--- config.mk ---
export PLATFORM = sky130hd
export DESIGN_NAME = irq_controller
export DESIGN_NICKNAME = d
export VERILOG_FILES = /design/src/rtl/irq_ctrl_pkg.sv /design/src/rtl/irq_prio_enc.sv /design/src/rtl/irq_controller.sv
export SDC_FILE = /design/constraint.sdc
export NUM_CORES = 1
export LEC_CHECK = 0
export CELL_PAD_IN_SITES_DETAIL_PLACEMENT = 0
export CELL_PAD_IN_SITES_GLOBAL_PLACEMENT = 1
export CORE_MARGIN = 10
export CORE_UTILIZATION = 36
export CTS_CLUSTER_SIZE = 40
export DETAILED_ROUTE_END_ITERATION = 8
export PLACE_DENSITY_LB_ADDON = 0.1
export RECOVER_POWER = 50
export SETUP_SLACK_MARGIN = 0.05
export SLEW_MARGIN = 25
export SYNTH_ARGS = -nofsm -noshare
export SYNTH_HDL_FRONTEND = slang
export SYNTH_HIERARCHICAL = 1
export SYNTH_SLANG_ARGS = --single-unit
--- constraint.sdc ---
create_clock -name i_clk -period 1.7 [get_ports i_clk]
set_clock_uncertainty 0.05 [all_clocks]
set_input_delay 0.34 -clock i_clk [delete_from_list [all_inputs] [get_ports i_clk]]
set_output_delay 0.34 -clock i_clk [all_outputs]
set_load 0.01 [all_outputs]
--- src/rtl/irq_ctrl_pkg.sv ---
// Shared constants for the m6502 interrupt aggregator: register map and field positions.
package irq_ctrl_pkg;
  localparam int MAX_SRC          = 8;
  localparam int ACTIVE_VALID_BIT = 7;

  localparam logic [2:0] IRQ_RAW     = 3'd0;
  localparam logic [2:0] IRQ_ENABLE  = 3'd1;
  localparam logic [2:0] IRQ_MODE    = 3'd2;
  localparam logic [2:0] IRQ_PENDING = 3'd3;
  localparam logic [2:0] IRQ_ACTIVE  = 3'd4;
  localparam logic [2:0] IRQ_SWSET   = 3'd5;
endpackage

--- src/rtl/irq_prio_enc.sv ---
// Combinational priority encoder: lowest-numbered asserted request wins.
module irq_prio_enc #(
  parameter int NUM_SRC = 8
) (
  input  logic [NUM_SRC-1:0] req,
  output logic               valid,
  output logic [2:0]         idx
);

  // Scan from the top down so the lowest set index is the last assignment.
  always_comb begin
    valid = |req;
    idx   = 3'd0;
    for (int i = NUM_SRC - 1; i >= 0; i--) begin
      if (req[i]) begin
        idx = 3'(i);
      end else begin
        idx = idx;
      end
    end
  end

endmodule

--- src/rtl/irq_controller.sv ---
// Memory-mapped interrupt aggregator: per-source edge/level capture, mask, priority, CPU request.
module irq_controller
  import irq_ctrl_pkg::*;
#(
  parameter int NUM_SRC = 8
) (
  input  logic               i_clk,
  input  logic               i_reset_n,
  input  logic [NUM_SRC-1:0] i_src,
  input  logic [2:0]         i_addr,
  input  logic [7:0]         i_data,
  input  logic               i_rw,
  input  logic               i_en,
  output logic [7:0]         o_data,
  output logic               o_irq
);

  logic [NUM_SRC-1:0] enable_r, mode_r, latch_r, src_q_r;
  logic [NUM_SRC-1:0] wdata_s, pending_s, rise_s, set_s, clr_s, latch_nxt_s, req_s;
  logic               wr_s, rd_s, act_valid_s;
  logic [2:0]         act_idx_s;
  logic [7:0]         active_s, rdata_s;

  assign wr_s      = i_en & ~i_rw;
  assign rd_s      = i_en & i_rw;
  assign wdata_s   = i_data[NUM_SRC-1:0];
  assign pending_s = (latch_r & mode_r) | (i_src & ~mode_r);
  assign rise_s    = i_src & ~src_q_r;
  assign req_s     = pending_s & enable_r;

  irq_prio_enc #(.NUM_SRC(NUM_SRC)) u_prio (
    .req   (req_s),
    .valid (act_valid_s),
    .idx   (act_idx_s)
  );

  // Next edge-latch value: sets beat W1C clears, and level-mode bits stay cleared.
  always_comb begin
    set_s = rise_s;
    clr_s = '0;
    if (wr_s && (i_addr == IRQ_SWSET)) begin
      set_s = rise_s | wdata_s;
    end else begin
      set_s = rise_s;
    end
    if (wr_s && (i_addr == IRQ_PENDING)) begin
      clr_s = wdata_s;
    end else begin
      clr_s = '0;
    end
    latch_nxt_s = mode_r & (set_s | (latch_r & ~clr_s));
  end

  // ACTIVE register image.
  always_comb begin
    active_s = 8'h00;
    if (act_valid_s) begin
      active_s[ACTIVE_VALID_BIT] = 1'b1;
      active_s[2:0]              = act_idx_s;
    end else begin
      active_s = 8'h00;
    end
  end

  // Read mux over pre-update register values.
  always_comb begin
    rdata_s = 8'h00;
    case (i_addr)
      IRQ_RAW:     rdata_s = 8'(i_src);
      IRQ_ENABLE:  rdata_s = 8'(enable_r);
      IRQ_MODE:    rdata_s = 8'(mode_r);
      IRQ_PENDING: rdata_s = 8'(pending_s);
      IRQ_ACTIVE:  rdata_s = active_s;
      default:     rdata_s = 8'h00;
    endcase
  end

  // State registers, bus writes, read-data capture and the CPU request flop.
  always_ff @(posedge i_clk) begin
    if (!i_reset_n) begin
      enable_r <= '0;
      mode_r   <= '0;
      latch_r  <= '0;
      src_q_r  <= '0;
      o_data   <= 8'h00;
      o_irq    <= 1'b0;
    end else begin
      src_q_r <= i_src;
      latch_r <= latch_nxt_s;
      o_irq   <= act_valid_s;
      if (wr_s && (i_addr == IRQ_ENABLE)) begin
        enable_r <= wdata_s;
      end else begin
        enable_r <= enable_r;
      end
      if (wr_s && (i_addr == IRQ_MODE)) begin
        mode_r <= wdata_s;
      end else begin
        mode_r <= mode_r;
      end
      if (rd_s) begin
        o_data <= rdata_s;
      end else begin
        o_data <= o_data;
      end
    end
  end

endmodule

==> results of run 1 <==
## synthesized netlist by cell type (all sizes together)
cell type | instances | area (µm²)
dfxtp | 41 | 821
nand4b | 3 | 26.3
a211o | 2 | 17.5
nor4 | 1 | 12.5
nor2b | 17 | 106
nand2 | 6 | 22.5
nand3b | 4 | 30.0
o311a | 8 | 80.1
o21ai | 9 | 45.0
nand2b | 2 | 12.5
nor3b | 2 | 20.0
buf | 9 | 61.3
clkbuf | 3 | 11.3
a21oi | 22 | 110
a32oi | 4 | 35.0
nand3 | 1 | 5.00
mux2i | 30 | 300
o21bai | 1 | 7.51
or3 | 1 | 6.26
and2 | 17 | 106
nand4 | 1 | 6.26
a21boi | 3 | 22.5
o41ai | 1 | 8.76
and3 | 1 | 6.26
inv | 9 | 33.8
and3b | 3 | 26.3
nor2 | 28 | 105
a31oi | 7 | 43.8
## power by group
| group | internal [W] | switching (W) |
|---|---|---|
| logic | 0.000153 | 0.000133 |
| clock network | 0.000271 | 0.000331 |
| registers | 0.000980 | 0.00000815 |
| total | 0.00140 | 0.000472 |
## metal layers
layer / vias to the layer above / part of all wire (%) / global-route usage (%)
met1: 886 / 51 / 17.8
met2: 35 / 43 / 18.7
li1: 989 / - / -
met5: - / 0 / 0
met3: 4 / 4.8 / 3.19
met4: 0 / 0.87 / 2.95
## flip-flops by register name, summed over array words and instances (netlist names)
name	flops
enable_r	8
latch_r	8
mode_r	8
o_data	8
o_irq	1
src_q_r	8
## metrics by stage
stage | cells | TNS (ps) | setup slack (ps) | util [%]
2_1_floorplan | 236 | 0 | 7.80 | -
3_3_place_gp | 374 | -6320 | -463 | 50.0
3_5_place_dp | 374 | -6650 | -514 | 50.0
4_1_cts | 381 | -166 | -127 | 51.6
5_1_grt | 383 | -601 | -196 | 52.8
6_report | 383 | -304 | -115 | 52.8
## cell type report
| cell class | count | share of cell area, % |
|---|---|---|
| Sequential cell | 41 | 28.1 |
| Inverter | 9 | 1.15 |
| Clock inverter | 1 | 0.170 |
| Timing Repair Buffer | 81 | 24.2 |
| Tap cell | 72 | 3.06 |
| Clock buffer | 5 | 2.34 |
| Multi-Input combinational cell | 174 | 41.0 |
## cell usage in the layout (no fill, tap or decap), drive strengths merged
| cell | count |
|---|---|
| o21bai | 1 |
| dlygate4sd2 | 3 |
| dlygate4sd3 | 1 |
| inv | 9 |
| a211o | 2 |
| a31oi | 7 |
| a32oi | 4 |
| nor4 | 1 |
| and3b | 3 |
| clkbuf | 7 |
| and3 | 1 |
| nand2 | 6 |
| or3 | 1 |
| nand3b | 4 |
| a21boi | 3 |
| nand4 | 1 |
| nor3b | 2 |
| nand2b | 2 |
| a21oi | 22 |
| buf | 48 |
| o21ai | 9 |
| dfxtp | 41 |
| o311a | 8 |
| and2 | 17 |
| o41ai | 1 |
| nor2b | 17 |
| mux2i | 30 |
| nor2 | 28 |
| dlymetal6s2s | 8 |
| nand4b | 3 |
| clkdlybuf4s50 | 19 |
| nand3 | 1 |
| clkinv | 1 |
## cell families (layout without fill, tap and decap cells)
logic type	Yosys count	count (layout)
buffers and inverters	21	96
and+or+nand+nor	87	87
DFF	41	41
AOI/OAI and AO/OA	57	57
muxes	30	30
## worst max-delay path, stage by stage (launching register included)
cell      delay [ps]
dfxtp_2          340
mux2i_2          210
nor2b_2           80
nor4_2           290
nand3_1          130
nand3b_1         150
buf_4            130
nor2_2            40
a32oi_1          200
o21ai_1           90
## repair_timing
item / 4_1_cts / 5_1_grt
setup buffers: 1 / 2
pin swaps: 6 / 6
endpoints found under the setup margin: 4 / 19
gates resized for setup: 8 / 17
## final timing paths
path	from	endpoint	slack (ps)	cells after the start
worst max register to register	mode_r[4]$_SDFFE_PN0P_	o_data[2]$_SDFFE_PN0P_	-120	9
worst min-delay path	i_src[3]	src_q_r[3]$_SDFF_PN0_	360	3
worst min register to register	o_data[4]$_SDFFE_PN0P_	o_data[4]$_SDFFE_PN0P_	400	2
worst max-delay path	mode_r[4]$_SDFFE_PN0P_	o_data[2]$_SDFFE_PN0P_	-120	9
==> qor.json, run 1 <==
{
  "crit_path_end_kind": "flip-flop",
  "clock-root-buffer": "clkbuf_8",
  "fill_cells": 558,
  "finalWeightedCongestion": 0.895,
  "area_share_of_fa_ha_maj_cells_after_synthesis_pct": 0,
  "clk_pin_slew_worst_paths_ps": 80,
  "via_count_of_the_first_global_routing_pass": 1855,
  "start_kind": "flip-flop",
  "multiInputGateArea_um2": 1210,
  "synth_mux_area_share_pct": 14.4,
  "min_path_type": "in2reg",
  "setup-violations-final": 3,
  "max_freq_mhz": 551,
  "layout-drive-gt1-share_pct": 23.5,
  "netlist_instances": 236,
  "tritoncts": "yes",
  "drt-wirelength-per-cell_um": 14.8,
  "track_usage_pct": 12.6,
  "syn_area_um2": 2090,
  "max-vdd-ir-drop_uv": 326,
  "outcome": "finished with violations",
  "numPortBuffers": 31,
  "layout_worst_path_cycle_share_pct": 107,
  "synth_top_family_by_area": "simple AND/OR/NAND/NOR gates",
  "synth_area_per_cell_um2": 8.85,
  "synth_compound_area_share_pct": 17.7,
  "worst-endpoint-required_ps": 1830,
  "clock_tree.buffer_depth": 2,
  "post-route-cell-area_um2": 2940,
  "grt.overflow.total": 0,
  "ctsHoldBuffers": 0,
  "synth-warning-count": 6,
  "drt_iter0_drc": 74,
  "count_of_final_max_slew_check_failures": 0,
  "timing.critical_path.fanout_max": 3,
  "drt_pre_antenna_iters": 4,
  "drc_violation_count_after_routing": 0,
  "die_area_um2": 9250,
  "critPathKind": "reg2reg",
  "post-dp-hpwl_mm": 4.36,
  "dieHeight_um": 96.2,
  "wire_length_of_the_first_global_routing_pass_mm": 9.17,
  "worst_skew_pair.late_latency_ps": 290,
  "finalCriticalPeriod_ps": 1820,
  "yosysSeqAreaShare_pct": 39.3,
  "final-seq-area_um2": 826,
  "insertedDiodeCount": 0,
  "grt_start_max_net_pins": 18,
  "drt_wl_total_mm": 5.66,
  "ioPinCount": 32,
  "routed_via_density": 5.00,
  "floorplan.die.width_um": 96.2,
  "timing.hold.ws_ps": 360,
  "rsz_0062_raised_after_global_routing": "yes",
  "final_antenna_net_count": 0,
  "violations": "setup timing",
  "num-nets-final": 335,
  "critPathArrivalTime_ps": 1940,
  "fp-row-count": 27,
  "cts_inserted_buffers": 5,
  "share_of_the_synthesized_netlist_area_taken_by_xor_and_xnor_gates_pct": 0,
  "htree_num_levels": 2,
  "yosys_register_bits": 41,
  "timing.slew.headroom_pct": 73.8,
  "total_power_w": 0.00188,
  "synth_simple_gate_area_share_pct": 23.5,
  "ys_types": 34,
  "power.static_leakage_nw": 1.33,
  "dpl-instance-area_um2": 2790,
  "mappedNetlistNets": 259,
  "worstMarginPinSlew_ps": 393,
  "fin_ws_ps": -115,
  "layout-area-overhead-vs-synth_pct": 40.8,
  "total_number_of_vias": 1914,
  "pwr_dens_nw_per_um2": 637,
  "floorplan.initialDensity_pct": 37.5,
  "drv_cap": 0,
  "final_report_hold_violation_count": 0,
  "clock_sinks": 41,
  "design.core.area_um2": 5570,
  "grt_antenna_before_repair": 0
}
Power figures use the tool's default switching activity.
==> run 2, diff against run 1 <==
--- a/config.mk
+++ b/config.mk
@@ -11,6 +11,7 @@
 export CORE_UTILIZATION = 36
 export CTS_CLUSTER_SIZE = 40
 export DETAILED_ROUTE_END_ITERATION = 8
+export GPL_TIMING_DRIVEN = 0
 export PLACE_DENSITY_LB_ADDON = 0.1
 export RECOVER_POWER = 50
 export SETUP_SLACK_MARGIN = 0.05
==> run 2 against run 1 <==
  * Combinational power is 17% lower
  * Clock power is 9.8% higher
  * Highest routed layer unchanged
  * Sequential power hardly changed
  * Die area stayed put
  * Via count is 4.5% lower
  * Design area is 8.5% lower
  * Critical endpoint is now o_data[0]$_SDFFE_PN0P_
  * Utilization is 4.5 points lower
  * Worst hold slack better by 52 ps
  * First-iteration DRC count is 16% higher
  * Cell count is 8.4% lower
  * The flow still finishes with violations (setup timing)
  * Worst setup slack worse by 93 ps
==> qor.json, run 2 (synthesis results as in run 1) <==
{
  "outcome": "finished with violations",
  "violations": "setup timing",
  "post_layout_nonfiller_instances": {"value": 351, "change": "-8.4%"},
  "grt.overflow.total": {"value": 0, "change": "unchanged"},
  "numPortBuffers": {"value": 31, "change": "unchanged"},
  "num-nets-final": {"value": 302, "change": "-9.9%"},
  "max-vdd-ir-drop": {"value": 332, "unit": "µV", "change": "+1.9%"},
  "critPathLaunch": "mode_r[5]$_SDFFE_PN0P_",
  "cts_inserted_buffers": {"value": 5, "change": "unchanged"},
  "final_report_hold_violation_count": {"value": 0, "change": "unchanged"},
  "critPathArrivalTime": {"value": 2050, "unit": "ps", "change": "+110 ps"},
  "post-dp-hpwl": {"value": 4.05, "unit": "mm", "change": "-7.0%"},
  "drt-wirelength-per-cell": {"value": 16.5, "unit": "µm", "change": "+12%"},
  "dp.cells": {"value": 339, "change": "-9.4%"},
  "ioPinCount": {"value": 32, "change": "unchanged"},
  "drc_violation_count_after_routing": {"value": 0, "change": "unchanged"},
  "drt_wl_total": {"value": 5.81, "unit": "mm", "change": "+2.7%"},
  "layout_worst_path_cycle_share": {"value": 112, "unit": "%", "change": "+5.5 points"},
  "final_cell_mix": "dfxtp_1, mux2i_1, nor2_1, a21oi_1, clkdlybuf4s50_1",
  "timing.critical_path.fanout_max": {"value": 3, "change": "unchanged"},
  "min_path_type": "reg2reg",
  "reg2reg_from": "mode_r[5]$_SDFFE_PN0P_",
  "max_freq": {"value": 524, "unit": "MHz", "change": "-4.9%"},
  "total_number_of_vias": {"value": 1827, "change": "-4.5%"},
  "cp_slowest_stage_delay": {"value": 360, "unit": "ps", "change": "+20 ps"},
  "final_antenna_net_count": {"value": 0, "change": "unchanged"},
  "start_kind": "flip-flop",
  "total_power": {"value": 0.00188, "unit": "W", "change": "+0.47%"},
  "power.static_leakage": {"value": 1.12, "unit": "nW", "change": "-16%"},
  "design.core.area": {"value": 5570, "unit": "µm²", "change": "unchanged"},
  "critPathKind": "reg2reg",
  "fill_cells": {"value": 576, "change": "+3.2%"},
  "floorplan.die.width": {"value": 96.2, "unit": "µm", "change": "unchanged"},
  "fin_ws": {"value": -208, "unit": "ps", "change": "-93.2 ps"},
  "tritoncts": "yes",
  "drt_pre_antenna_iters": {"value": 4, "change": "unchanged"},
  "clk_pin_slew_worst_paths": {"value": 80, "unit": "ps", "change": "about the same"},
  "die_area": {"value": 9250, "unit": "µm²", "change": "unchanged"},
  "r2r.worst_path.cells": {"value": 8, "change": "-1"},
  "rsz_0062_raised_after_global_routing": "yes",
  "clock-root-buffer": "clkbuf_8",
  "drt_iter0_drc": {"value": 86, "change": "+16%"},
  "drv_cap": {"value": 0, "change": "unchanged"},
  "clock_tree.buffer_depth": {"value": 2, "change": "unchanged"},
  "dieHeight": {"value": 96.2, "unit": "µm", "change": "unchanged"},
  "htree_num_levels": {"value": 2, "change": "unchanged"},
  "layout-area-overhead-vs-synth_pct": 28.9,
  "fp-row-count": {"value": 27, "change": "unchanged"},
  "routed_via_density": {"value": 5.21, "change": "+4.2%"},
  "timing.hold.ws": {"value": 412, "unit": "ps", "change": "+52.0 ps"},
  "timing.critical_path.cells": "mux2i_2 -> nor2b_2 -> nor4_4 -> nand3_2 -> nand3b_1 -> o21ai_1 -> and3b_1 -> a211o_1",
  "clock_sinks": {"value": 41, "change": "unchanged"},
  "pwr_dens": {"value": 700, "unit": "nW/µm²", "change": "+9.8%"},
  "hold_start": "o_data[5]$_SDFFE_PN0P_",
  "layout.core_utilization": {"value": 48.3, "unit": "%", "change": "-4.5 points"},
  "wire_length_of_the_first_global_routing_pass": {"value": 9.48, "unit": "mm", "change": "+3.4%"},
  "worst_skew_pair.late_latency": {"value": 300, "unit": "ps", "change": "about the same"},
  "finalCriticalPeriod": {"value": 1910, "unit": "ps", "change": "+93.2 ps"},
  "worstReg2RegEnd": "o_data[0]$_SDFFE_PN0P_",
  "track_usage": {"value": 13.4, "unit": "%", "change": "+0.84 points"},
  "count_of_final_max_slew_check_failures": {"value": 0, "change": "unchanged"},
  "crit_path_end_kind": "flip-flop",
  "timing.slew.headroom": {"value": 58.6, "unit": "%", "change": "-15 points"},
  "finalWeightedCongestion": {"value": 0.747, "change": "-17%"},
  "grt_start_max_net_pins": {"value": 13, "change": "-5"},
  "layout-drive-gt1-share": {"value": 13.6, "unit": "%", "change": "-9.9 points"},
  "worst-endpoint-required": {"value": 1840, "unit": "ps", "change": "about the same"},
  "ff2ff_setup_slack": {"value": -210, "unit": "ps", "change": "-90 ps"},
  "setup-violations-final": {"value": 4, "change": "+1"},
  "timing.critical_path.to": "o_data[0]$_SDFFE_PN0P_",
  "worstMarginPinSlew": {"value": 621, "unit": "ps", "change": "+229 ps"},
  "via_count_of_the_first_global_routing_pass": {"value": 1808, "change": "-2.5%"},
  "mostFrequentLayoutCell": "dfxtp_1",
  "dpl-instance-area": {"value": 2490, "unit": "µm²", "change": "-11%"},
  "insertedDiodeCount": {"value": 0, "change": "unchanged"},
  "crit_path_top_delay_cell": "dfxtp_4",
  "grt_antenna_before_repair": {"value": 0, "change": "unchanged"},
  "post-route-cell-area": {"value": 2690, "unit": "µm²", "change": "-8.5%"},
  "floorplan.initialDensity": {"value": 37.5, "unit": "%", "change": "unchanged"},
  "ctsHoldBuffers": {"value": 0, "change": "unchanged"}
}
## run 2: per-stage QoR
step	setup slack (ps)	setup TNS, ps
finish	-208	-610
global route	-328	-1090
CTS	-217	-692
detailed placement	-627	-15800
global placement	-622	-16110
floorplan	7.80	0
## run 2: worst min path at each step
stage	slack (ps)	endpoint	depth (start not counted)
CTS	400	o_data[5]$_SDFFE_PN0P_	2
global route	440	o_data[5]$_SDFFE_PN0P_	2
floorplan	410	src_q_r[0]$_SDFF_PN0_	1
detailed placement	390	o_data[5]$_SDFFE_PN0P_	2
finish	410	o_data[5]$_SDFFE_PN0P_	2
global placement	390	o_data[4]$_SDFFE_PN0P_	2
## run 2: area by class of cell
type	count	area [µm²]	area share, %
clock buffers	6	82.6	3.07
flip-flops and latches	41	833	30.9
multi-input cells	174	1220	45.4
inverters	9	33.8	1.25
plain buffers	11	78.8	2.93
clock inverters	1	7.51	0.279
repair buffers	37	345	12.8
well taps	72	90.1	3.35
## run 2: layer usage
metal	routed length [µm]	GRT usage (%)
met5	0	0
met4	48	2.95
met3	317	3.81
met2	2600	21.1
met1	2850	17.8
## run 2: worst max-delay path: cells and delay by family, from the launching register on
family	cells	cell delay (ps)
muxes	1	220
and+or+nand+nor	5	880
DFF	1	360
AOI/OAI and AO/OA	2	300
## run 2: report_power, final
group | total, W | leakage, nW | switching, W | internal [W]
registers | 0.000985 | 0.336 | 0.00000996 | 0.000975
logic | 0.000238 | 0.742 | 0.000127 | 0.000110
clock network | 0.000661 | 0.0433 | 0.000340 | 0.000321
total | 0.00188 | 1.12 | 0.000478 | 0.00141
## run 2: timing repair
action | in CTS | in global routing
gates cloned | 0 | 0
pin swaps | 5 | 5
setup endpoints to repair | 31 | 17
gates resized for setup | 25 | 12
setup buffers | 4 | 2
==> run 3, diff against run 2 <==
--- a/config.mk
+++ b/config.mk
@@ -8,7 +8,7 @@
 export CELL_PAD_IN_SITES_DETAIL_PLACEMENT = 0
 export CELL_PAD_IN_SITES_GLOBAL_PLACEMENT = 1
 export CORE_MARGIN = 10
-export CORE_UTILIZATION = 36
+export CORE_UTILIZATION = 40
 export CTS_CLUSTER_SIZE = 40
 export DETAILED_ROUTE_END_ITERATION = 8
 export GPL_TIMING_DRIVEN = 0
==> constraint.sdc (replaced) <==
create_clock -name i_clk -period 2 [get_ports i_clk]
set_clock_uncertainty 0.05 [all_clocks]
set_input_delay 0.4 -clock i_clk [delete_from_list [all_inputs] [get_ports i_clk]]
set_output_delay 0.4 -clock i_clk [all_outputs]
set_load 0.01 [all_outputs]
==> run 3 against run 2 <==
  * The run now ends clean
  * Sequential power decreased by 15%
  * Via count is 2.2% lower
  * Worst hold slack worse by 31 ps
  * Clock power shrank 2%
  * Flip-flop and latch count did not move
  * Design area fell by 1.5%
  * Register-to-register slack better by 280 ps
  * Non-clock buffer count decreased by 1
  * Clock-buffer cell count is 1 lower
  * Combinational power shrank 16%
  * Largest cell class unchanged
==> qor.json, run 3 (synthesis results as in run 1) <==
{
  "final_report_hold_violation_count": {"value": 0, "change": "unchanged"},
  "p_comb_share": {"value": 11.9, "unit": "%", "change": "-0.7 points"},
  "htree_num_levels": {"value": 2, "change": "unchanged"},
  "worstHoldPathCells": {"value": 2, "change": "unchanged"},
  "clk_pin_slew_worst_paths": {"value": 80, "unit": "ps", "change": "about the same"},
  "finalCriticalPeriod": {"value": 1920, "unit": "ps", "change": "+15.9 ps"},
  "numPortBuffers": {"value": 31, "change": "unchanged"},
  "post-route-cell-area": {"value": 2650, "unit": "µm²", "change": "-1.5%"},
  "die_area": {"value": 8510, "unit": "µm²", "change": "-8.0%"},
  "dieHeight": {"value": 92.3, "unit": "µm", "change": "-4.1%"},
  "drt_wl_total": {"value": 5.62, "unit": "mm", "change": "-3.3%"},
  "design.core.area": {"value": 5070, "unit": "µm²", "change": "-9.0%"},
  "floorplan.die.width": {"value": 92.3, "unit": "µm", "change": "-4.1%"},
  "layout-area-overhead-vs-synth_pct": 26.9,
  "hold_start": "i_src[2]",
  "floorplan.initialDensity": {"value": 41.2, "unit": "%", "change": "+3.7 points"},
  "worstReg2RegEnd": "o_data[0]$_SDFFE_PN0P_",
  "drc_violation_count_after_routing": {"value": 0, "change": "unchanged"},
  "worst-endpoint-required": {"value": 2130, "unit": "ps", "change": "+290 ps"},
  "dpl-instance-area": {"value": 2490, "unit": "µm²", "change": "-0.25%"},
  "clock_tree.buffer_depth": {"value": 2, "change": "unchanged"},
  "clock_sinks": {"value": 41, "change": "unchanged"},
  "layout-drive-gt1-share": {"value": 12.6, "unit": "%", "change": "-1.0 points"},
  "drt_pre_antenna_iters": {"value": 6, "change": "+2"},
  "post-dp-hpwl": {"value": 3.92, "unit": "mm", "change": "-3.3%"},
  "critPathArrivalTime": {"value": 2050, "unit": "ps", "change": "about the same"},
  "critPathKind": "reg2reg",
  "fin_setup_tns": {"value": 0, "unit": "ps", "change": "+610 ps"},
  "total_power": {"value": 0.00169, "unit": "W", "change": "-11%"},
  "mostFrequentLayoutCell": "dfxtp_1",
  "drt-wirelength-per-cell": {"value": 16.1, "unit": "µm", "change": "-2.4%"},
  "timing.hold.ws": {"value": 381, "unit": "ps", "change": "-31.1 ps"},
  "ioPinCount": {"value": 32, "change": "unchanged"},
  "track_usage": {"value": 13.6, "unit": "%", "change": "+0.18 points"},
  "worstMarginPinSlew": {"value": 651, "unit": "ps", "change": "+29.5 ps"},
  "pwr_dens": {"value": 636, "unit": "nW/µm²", "change": "-9.2%"},
  "cell_internal_pwr": {"value": 0.00129, "unit": "W", "change": "-8.4%"},
  "layout_worst_path_cycle_share": {"value": 96.2, "unit": "%", "change": "-16 points"},
  "insertedDiodeCount": {"value": 0, "change": "unchanged"},
  "finalWeightedCongestion": {"value": 0.784, "change": "+5.0%"},
  "ctsHoldBuffers": {"value": 0, "change": "unchanged"},
  "num-nets-final": {"value": 301, "change": "-0.33%"},
  "tritoncts": "yes",
  "cts_inserted_buffers": {"value": 5, "change": "unchanged"},
  "rsz_0062_raised_after_global_routing": "yes",
  "max-vdd-ir-drop": {"value": 309, "unit": "µV", "change": "-7.0%"},
  "fp-row-count": {"value": 26, "change": "-3.7%"},
  "r2r.worst_path.cells": {"value": 8, "change": "unchanged"},
  "power.sequential.fraction": {"value": 49.8, "unit": "%", "change": "-2.5 points"},
  "total_switching_power": {"value": 0.000397, "unit": "W", "change": "-17%"},
  "via_count_of_the_first_global_routing_pass": {"value": 1826, "change": "+1.0%"},
  "setup-violations-final": {"value": 0, "change": "-4"},
  "clockPowerShare": {"value": 38.4, "unit": "%", "change": "+3.3 points"},
  "ff2ff_setup_slack": {"value": 80, "unit": "ps", "change": "+280 ps"},
  "max_freq": {"value": 520, "unit": "MHz", "change": "-0.83%"},
  "timing.slew.headroom": {"value": 56.6, "unit": "%", "change": "-2.0 points"},
  "drv_cap": {"value": 0, "change": "unchanged"},
  "grt_start_max_net_pins": {"value": 13, "change": "unchanged"},
  "outcome": "finished, final reports clean",
  "crit_path_end_kind": "flip-flop",
  "end_point_of_the_most_critical_hold_path": "src_q_r[2]$_SDFF_PN0_",
  "min_path_type": "in2reg",
  "final_cell_mix": "dfxtp_1, mux2i_1, nor2_1, clkdlybuf4s50_1, a21oi_1",
  "count_of_final_max_slew_check_failures": {"value": 0, "change": "unchanged"},
  "reg2reg_from": "mode_r[4]$_SDFFE_PN0P_",
  "drt_iter0_drc": {"value": 86, "change": "unchanged"},
  "grt.overflow.total": {"value": 0, "change": "unchanged"},
  "power.static_leakage": {"value": 1.10, "unit": "nW", "change": "-2.2%"},
  "wire_length_of_the_first_global_routing_pass": {"value": 9.34, "unit": "mm", "change": "-1.5%"},
  "grt_antenna_before_repair": {"value": 0, "change": "unchanged"},
  "clock-root-buffer": "clkbuf_8",
  "worst_skew_pair.late_latency": {"value": 290, "unit": "ps", "change": "about the same"},
  "timing.critical_path.fanout_max": {"value": 5, "change": "+2"},
  "routed_via_density": {"value": 5.13, "change": "-1.4%"},
  "total_number_of_vias": {"value": 1786, "change": "-2.2%"},
  "power.switching_fraction": {"value": 23.5, "unit": "%", "change": "-1.8 points"},
  "start_kind": "flip-flop",
  "final_antenna_net_count": {"value": 0, "change": "unchanged"}
}
[run 3: cell count changes in the layout (fill, tap and decap cells not counted), moves of 2 or more]
cell and change:
clkdlybuf4s50_1 +6, dlygate4sd2_1 -6, and2_0 -4, and2_1 +4, o21ai_0 -4, o21ai_1 +4
buf_2 +3, nor2_1 +3, buf_6 -2, nor2_2 -2, nor2b_1 -2, nor2b_2 +2
nor3b_2 +2
[run 3: what timing repair did]
action	CTS	global route
pin swaps	2	4
gates cloned	0	0
setup buffers	1	3
gates resized for setup	11	13
endpoints found under the setup margin	12	13
[run 3: area by class of cell]
cell class | count | area, µm²
Tap cell | 70 | 87.6
Timing Repair Buffer | 35 | 338
Multi-Input combinational cell | 174 | 1180
Clock inverter | 2 | 35.0
Buffer | 12 | 73.8
Sequential cell | 41 | 831
Fill cell | 526 | 2420
Inverter | 9 | 33.8
Clock buffer | 5 | 68.8
[run 3: routing by layer]
| metal | share of wire [%] | vias up | track usage [%] | wire length, µm |
|---|---|---|---|---|
| met1 | 48 | 833 | 16.6 | 2710 |
| met2 | 48 | 31 | 23.7 | 2690 |
| met4 | 0.82 | 0 | 3.21 | 46 |
| li1 | - | 918 | - | - |
| met3 | 3.1 | 4 | 2.93 | 176 |
| met5 | 0 | - | 0 | 0 |
[run 3: critical path, cell delays in order (launching register included)]
cell,delay (ps)
dfxtp_4,370
mux2i_1,210
nor2b_2,90
nor4_2,350
nand3_1,150
nand3b_1,150
o21ai_1,70
and3b_1,170
a211o_1,220
[run 3: stage by stage]
stage | utilization, % | setup slack (ps) | cells
floorplan | - | 255 | 236
global placement | 49.0 | -391 | 337
detailed placement | 49.0 | -393 | 337
CTS | 51.3 | 62.4 | 345
global route | 52.2 | -52.5 | 348
finish | 52.2 | 75.8 | 348
[run 3: how the worst max path moves through the flow]
stage,slack (ps),endpoint,cells past startpoint,start
final,80,o_data[0]$_SDFFE_PN0P_,8,mode_r[4]$_SDFFE_PN0P_
after global placement,-390,o_data[0]$_SDFFE_PN0P_,9,i_src[4]
after global routing,-50,o_data[0]$_SDFFE_PN0P_,8,mode_r[6]$_SDFFE_PN0P_
after floorplan,250,o_data[0]$_SDFFE_PN0P_,8,mode_r[4]$_SDFFE_PN0P_
after detailed placement,-390,o_data[0]$_SDFFE_PN0P_,9,i_src[4]
after CTS,60,o_data[0]$_SDFFE_PN0P_,6,i_reset_n
[run 3: power groups by stage]
stage	logic, W	clock network (W)	registers [W]
floorplan	0.0000971	0	0.000860
global placement	0.000200	0	0.000860
detailed placement	0.000199	0	0.000861
CTS	0.000197	0.000669	0.000842
global route	0.000221	0.000696	0.000842
finish	0.000200	0.000646	0.000839
